===== src/rtl/fib_arb_ctrl.sv =====
// Round-robin arbiter sharing one Fibonacci generator between two requesters.
// Each job releases the generator from reset and streams N terms, or fewer if the output wraps.
module fib_arb_ctrl #(
  parameter int unsigned FibBits = 10,
  parameter int unsigned CntBits = 5
) (
  input  logic               clk,
  input  logic               rst,
  input  logic [1:0]         req,
  input  logic [CntBits-1:0] len0,
  input  logic [CntBits-1:0] len1,
  output logic [1:0]         ack,
  output logic               busy,
  output logic               out_valid,
  output logic [FibBits-1:0] out_data,
  output logic               out_id,
  output logic               out_last,
  output logic               out_ovf,
  output logic               gen_nrst,
  input  logic [FibBits-1:0] gen_f
);

  typedef enum logic {S_IDLE, S_RUN} state_t;

  state_t             r_state, w_state_nxt;
  logic               r_last_id, w_last_id_nxt;
  logic               r_id, w_id_nxt;
  logic [CntBits-1:0] r_len, w_len_nxt;
  logic [CntBits-1:0] r_k, w_k_nxt;
  logic [FibBits-1:0] r_prev, w_prev_nxt;
  logic [1:0]         r_ack, w_ack_nxt;
  logic               r_busy, w_busy_nxt;
  logic               r_valid, w_valid_nxt;
  logic [FibBits-1:0] r_data, w_data_nxt;
  logic               r_out_id, w_out_id_nxt;
  logic               r_last, w_last_nxt;
  logic               r_ovf, w_ovf_nxt;
  logic               r_nrst, w_nrst_nxt;

  logic               w_gnt;
  logic [CntBits-1:0] w_len_sel;
  logic               w_wrap;

  // With both pending, serve whoever was not served last.
  assign w_gnt     = (req[0] && req[1]) ? ~r_last_id : req[1];
  assign w_len_sel = w_gnt ? len1 : len0;
  // A sum that falls below its predecessor has wrapped; the first two terms cannot wrap.
  assign w_wrap    = (r_k >= CntBits'(2)) && (gen_f < r_prev);

  always_ff @(posedge clk or posedge rst) begin
    if (rst) begin
      r_state   <= S_IDLE;
      r_last_id <= 1'b1;
      r_id      <= 1'b0;
      r_len     <= '0;
      r_k       <= '0;
      r_prev    <= '0;
      r_ack     <= '0;
      r_busy    <= 1'b0;
      r_valid   <= 1'b0;
      r_data    <= '0;
      r_out_id  <= 1'b0;
      r_last    <= 1'b0;
      r_ovf     <= 1'b0;
      r_nrst    <= 1'b0;
    end else begin
      r_state   <= w_state_nxt;
      r_last_id <= w_last_id_nxt;
      r_id      <= w_id_nxt;
      r_len     <= w_len_nxt;
      r_k       <= w_k_nxt;
      r_prev    <= w_prev_nxt;
      r_ack     <= w_ack_nxt;
      r_busy    <= w_busy_nxt;
      r_valid   <= w_valid_nxt;
      r_data    <= w_data_nxt;
      r_out_id  <= w_out_id_nxt;
      r_last    <= w_last_nxt;
      r_ovf     <= w_ovf_nxt;
      r_nrst    <= w_nrst_nxt;
    end
  end

  always_comb begin
    w_state_nxt   = r_state;
    w_last_id_nxt = r_last_id;
    w_id_nxt      = r_id;
    w_len_nxt     = r_len;
    w_k_nxt       = r_k;
    w_prev_nxt    = r_prev;
    w_ack_nxt     = '0;
    w_busy_nxt    = 1'b0;
    w_valid_nxt   = 1'b0;
    w_data_nxt    = r_data;
    w_out_id_nxt  = r_out_id;
    w_last_nxt    = 1'b0;
    w_ovf_nxt     = 1'b0;
    w_nrst_nxt    = 1'b0;
    case (r_state)
      S_IDLE: begin
        if (req != 2'b00) begin
          w_ack_nxt     = w_gnt ? 2'b10 : 2'b01;
          w_id_nxt      = w_gnt;
          w_len_nxt     = w_len_sel;
          w_last_id_nxt = w_gnt;
          // A zero-length job is acknowledged without starting the generator.
          if (w_len_sel != '0) begin
            w_state_nxt = S_RUN;
            w_busy_nxt  = 1'b1;
            w_nrst_nxt  = 1'b1;
            w_k_nxt     = '0;
          end
        end
      end
      S_RUN: begin
        w_valid_nxt  = 1'b1;
        w_data_nxt   = gen_f;
        w_out_id_nxt = r_id;
        w_prev_nxt   = gen_f;
        w_k_nxt      = CntBits'(r_k + 1'b1);
        w_busy_nxt   = 1'b1;
        w_nrst_nxt   = 1'b1;
        if (w_wrap) begin
          w_ovf_nxt   = 1'b1;
          w_last_nxt  = 1'b1;
          w_busy_nxt  = 1'b0;
          w_nrst_nxt  = 1'b0;
          w_state_nxt = S_IDLE;
        end else if (r_k == CntBits'(r_len - 1'b1)) begin
          w_last_nxt  = 1'b1;
          w_busy_nxt  = 1'b0;
          w_nrst_nxt  = 1'b0;
          w_state_nxt = S_IDLE;
        end
      end
      default: w_state_nxt = S_IDLE;
    endcase
  end

  assign ack       = r_ack;
  assign busy      = r_busy;
  assign out_valid = r_valid;
  assign out_data  = r_data;
  assign out_id    = r_out_id;
  assign out_last  = r_last;
  assign out_ovf   = r_ovf;
  assign gen_nrst  = r_nrst;

endmodule


===== config.mk =====
export PLATFORM = sky130hd
export DESIGN_NAME = fib_arb_ctrl
export DESIGN_NICKNAME = d
export VERILOG_FILES = /design/src/rtl/fib_arb_ctrl.sv
export SDC_FILE = /design/constraint.sdc
export NUM_CORES = 1
export LEC_CHECK = 0
export ABC_AREA = 1
export CORE_MARGIN = 2
export CORE_UTILIZATION = 52
export CTS_BUF_LIST = sky130_fd_sc_hd__clkbuf_8 sky130_fd_sc_hd__clkbuf_16
export CTS_CLUSTER_SIZE = 24
export DETAILED_ROUTE_END_ITERATION = 10
export PLACE_DENSITY = 0.84
export SYNTH_ARGS = -nofsm -noshare
export SYNTH_HDL_FRONTEND = slang
export SYNTH_SLANG_ARGS = --single-unit
export TNS_END_PERCENT = 50

===== constraint.sdc =====
create_clock -name clk -period 4.2 [get_ports clk]
set_input_delay 1.26 -clock clk [delete_from_list [all_inputs] [get_ports clk]]
set_output_delay 1.26 -clock clk [all_outputs]
set_load 0.05 [all_outputs]

### After elaboration in Yosys (flattened, before gate mapping)

Index checks and enable logic that the tools add are counted.

| storage, ports and cells | value |
|---|---|
| memory bits (read-only) | 0 |
| logic and storage cells | 45 |
| memories kept | 0 |
| latch bits | 0 |
| register bits after elaboration | 29 |
| RAM bits | 0 |
| input port bits | 24 |
| output and inout port bits | 18 |

| cells by class | value |
|---|---|
| shift operators | 0 |
| $add $sub $neg | 2 |
| $lt $le $gt $ge | 2 |
| muxes and demuxes | 19 |
| divide/modulo/power cells | 0 |
| multipliers | 0 |
| reductions and logical operators | 6 |
| eq/ne operators | 3 |
| bitwise operators | 2 |

Operators with widths:

| operator | number |
|---|---|
| 5-bit 2-to-1 mux | 3 |
| 1-bit 2-to-1 mux | 11 |
| 10-bit less-than comparator | 1 |
| 5-bit case mux with 2 select lines | 1 |
| 2-bit 2-to-1 mux | 3 |
| 5-bit by 1-bit adder with 5-bit output, second input constant | 1 |
| 5-bit equality test | 1 |
| 5-bit by 2-bit >= comparator with 1-bit output, second input constant | 1 |
| 5-bit nonzero test | 1 |
| 5-bit by 1-bit subtractor with 5-bit output, second input constant | 1 |
| 2-bit != test, second input constant | 2 |
| 2-bit AND reduction | 2 |
| 1-bit logical AND | 2 |
| 1-bit NOT | 2 |
| 1-bit case mux with 2 select lines | 1 |
| 2-bit nonzero test | 1 |

### Logic depth before layout (Yosys ltp)

Gate-level depths: netlist of run 1.

| depth | value |
|---|---|
| depth after elaboration | 7 |
| depth in mapped cells | 10 |
| gate-level depth less buffers | 10 |

### Worst setup path after synthesis of run 1

No wires, ideal clock.

| path | value |
|---|---|
| kind | flip-flop to output port |
| from | reg r_nrst, in the netlist gen_nrst |
| to | out gen_nrst |
| path buffers | 1 |
| cell stages (with the launch flop) | 2 |
| required time | 2.940 ns |
| path slack | 2.021 ns |
| data arrival time | 0.919 ns |
| path through | dfrtp_1 buf_4 |

RTL lines:

| what | RTL line | source |
|---|---|---|
| start: declaration | 38 | `logic r_nrst, w_nrst_nxt;` |
| start signal: assignment | 80 | `r_nrst <= w_nrst_nxt;` |
| end: declaration | 19 | `output logic gen_nrst,` |

No word-level cell between the ends.

==> out/metrics.yaml, run 1 <==
grt_overflow: 0
timing.fmax_ghz: 0.3696
antennaDiodeCount: 0
hold_viol: 0
design_area_mm2: 0.002225
cts_resized: 0
syn-num-nets: 251
cp.arrival_ns: 1.45
final_nets: 294
cp_cell_sequence: "clkdlybuf4s50_1"
met3_wirelength_um: 119
route.antenna.remaining_nets: 0
num_rows: 20
ys_top_cells_by_area: "dfrtp_1 (42%), nand2_1 (14%), ha_1 (9.0%)"
htree_levels: 2
synthToLayoutAreaGrowth_pct: 33.38
hold_class: "flip-flop to flip-flop"
met2_length_um: 1522
status: "finished, final reports clean"
postPlaceCellArea_mm2: 0.002108
cts_tree: "yes"
grt_antenna_before_repair: 0
crit_path_end_kind: "primary output"
slew_headroom_pct: 28.98
yosysMostFrequentCell: "nand2_1"
gp_congestion: 0.8518
initial_core_util_pct: 54.63
tightestPinTransition_ns: 1.064
fin_skew_ns: 0.005485
finalMaxSlewViolations: 0
crit_buf_inv: 1
holdWs_ns: 0.4849
synth_common_cells: "nand2_1 (63), inv_1 (35), dfrtp_1 (28)"
wire_per_inst_um: 11.18
wl_met1_um: 1653
post_drt_via_cell_ratio: 4.891
rsz0062_at_grt: "no"
p_leak_nw: 1.133
synthCells: 215
yosysTopAreaCellShare_pct: 42.01
track_usage_pct: 22.00
grt_pass1_vias: 1399
synth_top_area_cell: "dfrtp_1"
io_pins: 42
root_buffer: "clkbuf_8"
drv_cap: 0
drc: 0
syn_area_mm2: 0.001668
crit_type: "flip-flop to primary output"
startpoint_type: "flip-flop"
io_buffers: 41
fin_util_pct: 72.87
timing.final.crit_share_pct: 64.42
drtIter0Drc: 51
die_area_mm2: 0.003677
cts_buffer_depth: 2
grt_pass1_wl_um: 5940
async_flop_share_pct: 100.0
ys_ff_latch: 29
clock_latency_ns: 0.28
core_region_area_mm2: 0.003053
cts_setup_buffers: 0
vdd_drop_max_uv: 413.6
chipWidth_um: 60.64
postCtsHoldBufs: 0
grt_max_degree: 30
slowest_stage: "clkdlybuf4s50_1"
setup_viol: 0
cts-buffers-inserted: 5
critPathTopFamily: "buffers and inverters"
first_pass_iters: 4
synth-edff-count: 0
ys.flop_type: "dfrtp_1"
clock-sinks: 29
synth_warnings: 0
top_layer_used: "met4"
avgSynthCellArea_um2: 7.757
drive_gt1_share_pct: 7.336
clk_pin_slew_ns: 0.06
slowest_delay_ns: 0.81
p_per_area_mw_per_mm2: 770.4
ys_types: 26
die_h_um: 60.64
num_vias: 1482
worstPathRequired_ns: 2.94
min_period_ns: 2.706
fillCellCount: 252
path_max_fanout: 3
ys_seq_area_share_pct: 43.59
hpwlAfterDp_um: 2543
drt_wl_total_um: 3388
fin_tns_setup_ns: 0
## sequential cells by signal, summed over array words and instances (netlist names)
register	cells
ack	2
r_id	1
r_last_id	1
out_last	1
gen_nrst	1
out_valid	1
r_k	5
out_data	10
out_id	1
out_ovf	1
r_len	5
## cells in the final DEF, fill, tap and decap left out, drive strengths merged
cell	instances
nand2	66
clkdlybuf4s50	41
inv	36
dfrtp	28
o21ai	22
nor2	14
ha	12
nand3	11
a21oi	9
clkbuf	6
nand3b	2
or2	2
nand4	2
o21a	1
xnor2	1
nor3	1
xor2	1
o21bai	1
bufinv	1
buf	1
dfstp	1
## final timing paths
check,startpoint,slack (ns),cells past startpoint,endpoint
max in group asynchronous,rst,2.01,2,out_data[8]$_DFFE_PP0P_
worst min register to register,r_last_id$_DFFE_PP1P_,0.48,2,r_last_id$_DFFE_PP1P_
worst max-delay path,gen_nrst$_DFF_PP0_,1.49,1,busy
min in group asynchronous,rst,1.55,2,out_data[2]$_DFFE_PP0P_
worst min-delay path,r_last_id$_DFFE_PP1P_,0.48,2,r_last_id$_DFFE_PP1P_
worst max register to register,r_len[0]$_DFFE_PP0P_,2.61,9,gen_nrst$_DFF_PP0_
## cell type report
cell class,instances,area [um2],share of cell area (%)
Clock buffer,6,82.58,3.712
Clock inverter,2,33.78,1.519
Inverter,35,131.4,5.906
Multi-Input combinational cell,145,777.0,34.93
Sequential cell,29,726.9,32.68
Tap cell,44,55.05,2.475
Timing Repair Buffer,42,417.9,18.79
## report_power, final
part	internal, mW	total [mW]	switching, mW
logic	0.326	0.926	0.600
clock network	0.191	0.294	0.103
registers	0.405	0.495	0.0890
## through the flow
| stage | worst slack [ns] | cells | total power [mW] |
|---|---|---|---|
| 6_report | 1.495 | 303 | 1.714 |
| 5_1_grt | 1.436 | 303 | 1.858 |
| 4_1_cts | 1.470 | 303 | 1.724 |
| 3_5_place_dp | 1.472 | 295 | 1.418 |
| 3_3_place_gp | 1.522 | 295 | 1.400 |
| 2_1_floorplan | 2.021 | 215 | 1.162 |
## cell families after synthesis
group           Yosys count  synth area share (%)
simple gates             98                 25.21
compound gates           33                 11.33
xor+xnor                  2                 1.050
flops                    29                 43.59
fa+ha+maj                12                 9.002
buf+inv                  41                 9.828
## metal layers
| layer | vias up | track usage [%] |
|---|---|---|
| met5 | - | 0 |
| met2 | 35 | 31.80 |
| met3 | 9 | 3.198 |
| met1 | 679 | 31.11 |
| li1 | 759 | - |
| met4 | 0 | 13.66 |
No activity file was read; power rests on OpenSTA's default activity.
==> inputs of run 2 (changes only) <==
--- a/config.mk
+++ b/config.mk
@@ -7,11 +7,11 @@
 export LEC_CHECK = 0
 export ABC_AREA = 1
 export CORE_MARGIN = 2
-export CORE_UTILIZATION = 52
+export CORE_UTILIZATION = 44
 export CTS_BUF_LIST = sky130_fd_sc_hd__clkbuf_8 sky130_fd_sc_hd__clkbuf_16
 export CTS_CLUSTER_SIZE = 24
 export DETAILED_ROUTE_END_ITERATION = 10
-export PLACE_DENSITY = 0.84
+export PLACE_DENSITY = 0.76
 export SYNTH_ARGS = -nofsm -noshare
 export SYNTH_HDL_FRONTEND = slang
 export SYNTH_SLANG_ARGS = --single-unit
==> constraint.sdc (replaced) <==
create_clock -name clk -period 2.2 [get_ports clk]
set_input_delay 0.66 -clock clk [delete_from_list [all_inputs] [get_ports clk]]
set_output_delay 0.66 -clock clk [all_outputs]
set_load 0.05 [all_outputs]
==> run 2 against run 1 <==
Compared with the run above:
- sequential power rose by 90%
- routed wire length decreased by 1.8%
- die area grew 17%
- setup slack got worse by 1.4 ns
- register-to-register slack got worse by 1.9 ns
- combinational power increased by 95%
- final cell count rose by 2.3%
- non-clock buffer count rose by 3
- first-iteration DRC count up 33%
- sequential cell count unchanged
- critical endpoint is now out_data[3]
==> out/metrics.yaml, run 2 (synthesis results as in run 1) <==
status: "finished, final reports clean"
cts-buffers-inserted: 5
drtIter0Drc: 68
hold_class: "flip-flop to flip-flop"
fillCellCount: 333
p_leak_nw: 1.151
layout_common_cells: "nand2_1 (63), clkdlybuf4s50_1 (39), inv_1 (37)"
rsz0062_at_grt: "no"
hold_path_startpoint: "r_last_id$_DFFE_PP1P_"
root_buffer: "clkbuf_8"
route.antenna.remaining_nets: 0
critPathTopFamily: "buffers and inverters"
cts_setup_buffers: 0
track_usage_pct: 18.53
top_layer_used: "met4"
startpoint_type: "flip-flop"
gp_congestion: 0.8591
total_power_mw: 3.189
postCtsHoldBufs: 0
synthToLayoutAreaGrowth_pct: 34.66
postPlaceCellArea_mm2: 0.002156
timing.fmax_ghz: 0.4782
mostFrequentLayoutCell: "nand2_1"
finalMaxSlewViolations: 0
post_drt_via_cell_ratio: 4.665
vdd_drop_max_uv: 523.1
intPower_mw: 1.686
hold_viol: 0
slowest_stage: "clkdlybuf4s50_1"
slowest_delay_ns: 0.80
initial_core_util_pct: 45.56
cts_resized: 0
final_nets: 297
grt_pass1_vias: 1387
grt_pass1_wl_um: 6030
drt_wl_total_um: 3327
first_pass_iters: 4
cp_cell_sequence: "clkdlybuf4s50_1"
setup_viol: 0
clk_pin_slew_ns: 0.06
grt_antenna_before_repair: 0
p_clk_share_pct: 13.6
die_h_um: 65.57
fin_util_pct: 61.35
path_max_fanout: 2
p_per_area_mw_per_mm2: 1420
seq_power_share_pct: 29.5
grt_overflow: 0
p_switching_mw: 1.504
drc: 0
p_comb_share_pct: 56.9
timing.final.crit_share_pct: 95.06
largest_reg_flops: 10
wl_met1_um: 1528
clock-sinks: 29
cts_tree: "yes"
grt_max_degree: 30
io_buffers: 41
crit_path_end_kind: "primary output"
tightestPinTransition_ns: 0.5136
crit_buf_inv: 1
num_vias: 1446
die_area_mm2: 0.004299
fin_tns_setup_ns: 0
crit_type: "flip-flop to primary output"
chipWidth_um: 65.57
startpoint: "out_data[3]$_DFFE_PP0P_"
fin_skew_ns: 0.006959
cp.arrival_ns: 1.43
clock_latency_ns: 0.28
met2_length_um: 1556
core_region_area_mm2: 0.003661
met3_wirelength_um: 188
design_area_mm2: 0.002246
cts_buffer_depth: 2
num_rows: 22
slew_headroom_pct: 65.65
drv_cap: 0
antennaDiodeCount: 0
worstPathRequired_ns: 1.54
htree_levels: 2
hpwlAfterDp_um: 2606
drive_gt1_share_pct: 8.779
min_period_ns: 2.091
swShare_pct: 47.15
r2r_start: "r_len[0]$_DFFE_PP0P_"
wire_per_inst_um: 10.73
io_pins: 42
run 2: cell types whose count changed in the layout (fill, tap and decap cells not counted):
cell	previous run	this run
buf_12	0	2
inv_1	36	37
buf_4	1	4
bufinv_16	1	0
clkdlybuf4s50_1	41	39
run 2: worst paths after layout:
kind	end	slack (ns)	cells after the start
max	out_data[3]	0.11	1
min	r_last_id$_DFFE_PP1P_	0.47	2
max reg2reg	gen_nrst$_DFF_PP0_	0.66	9
min reg2reg	r_last_id$_DFFE_PP1P_	0.47	2
max in group asynchronous	r_last_id$_DFFE_PP1P_	1.13	3
min in group asynchronous	out_data[4]$_DFFE_PP0P_	0.75	3
run 2: area by class of cell:
cell class,count,area (um2),share of cell area (%)
clock inverters,2,7.507,0.3343
well taps,48,60.06,2.674
multi-input cells,145,777.0,34.60
flip-flops and latches,29,726.9,32.37
inverters,35,131.4,5.850
repair buffers,45,460.4,20.50
clock buffers,6,82.58,3.677
run 2: power groups by stage:
stage	combinational, mW	clock (mW)	sequential (mW)
after floorplan	0.839	0	1.38
after global routing	2.03	0.485	0.977
final	1.81	0.434	0.940
after CTS	1.83	0.448	0.942
after global placement	1.80	0	0.947
after detailed placement	1.83	0	0.949
run 2: per-layer routing:
layer / vias to the layer above / GRT usage [%]
met4: 0 / 7.031
met5: - / 0
met2: 39 / 30.61
met1: 633 / 23.34
li1: 768 / -
met3: 6 / 4.623
run 2: metrics by stage:
step | hold slack [ns] | instances | worst slack [ns]
floorplan | 0.4494 | 215 | 0.5761
global placement | 0.4647 | 302 | 0.07284
detailed placement | 0.4624 | 302 | 0.06589
CTS | 0.4739 | 310 | 0.09916
global route | 0.5065 | 310 | 0.05421
finish | 0.4733 | 310 | 0.1087
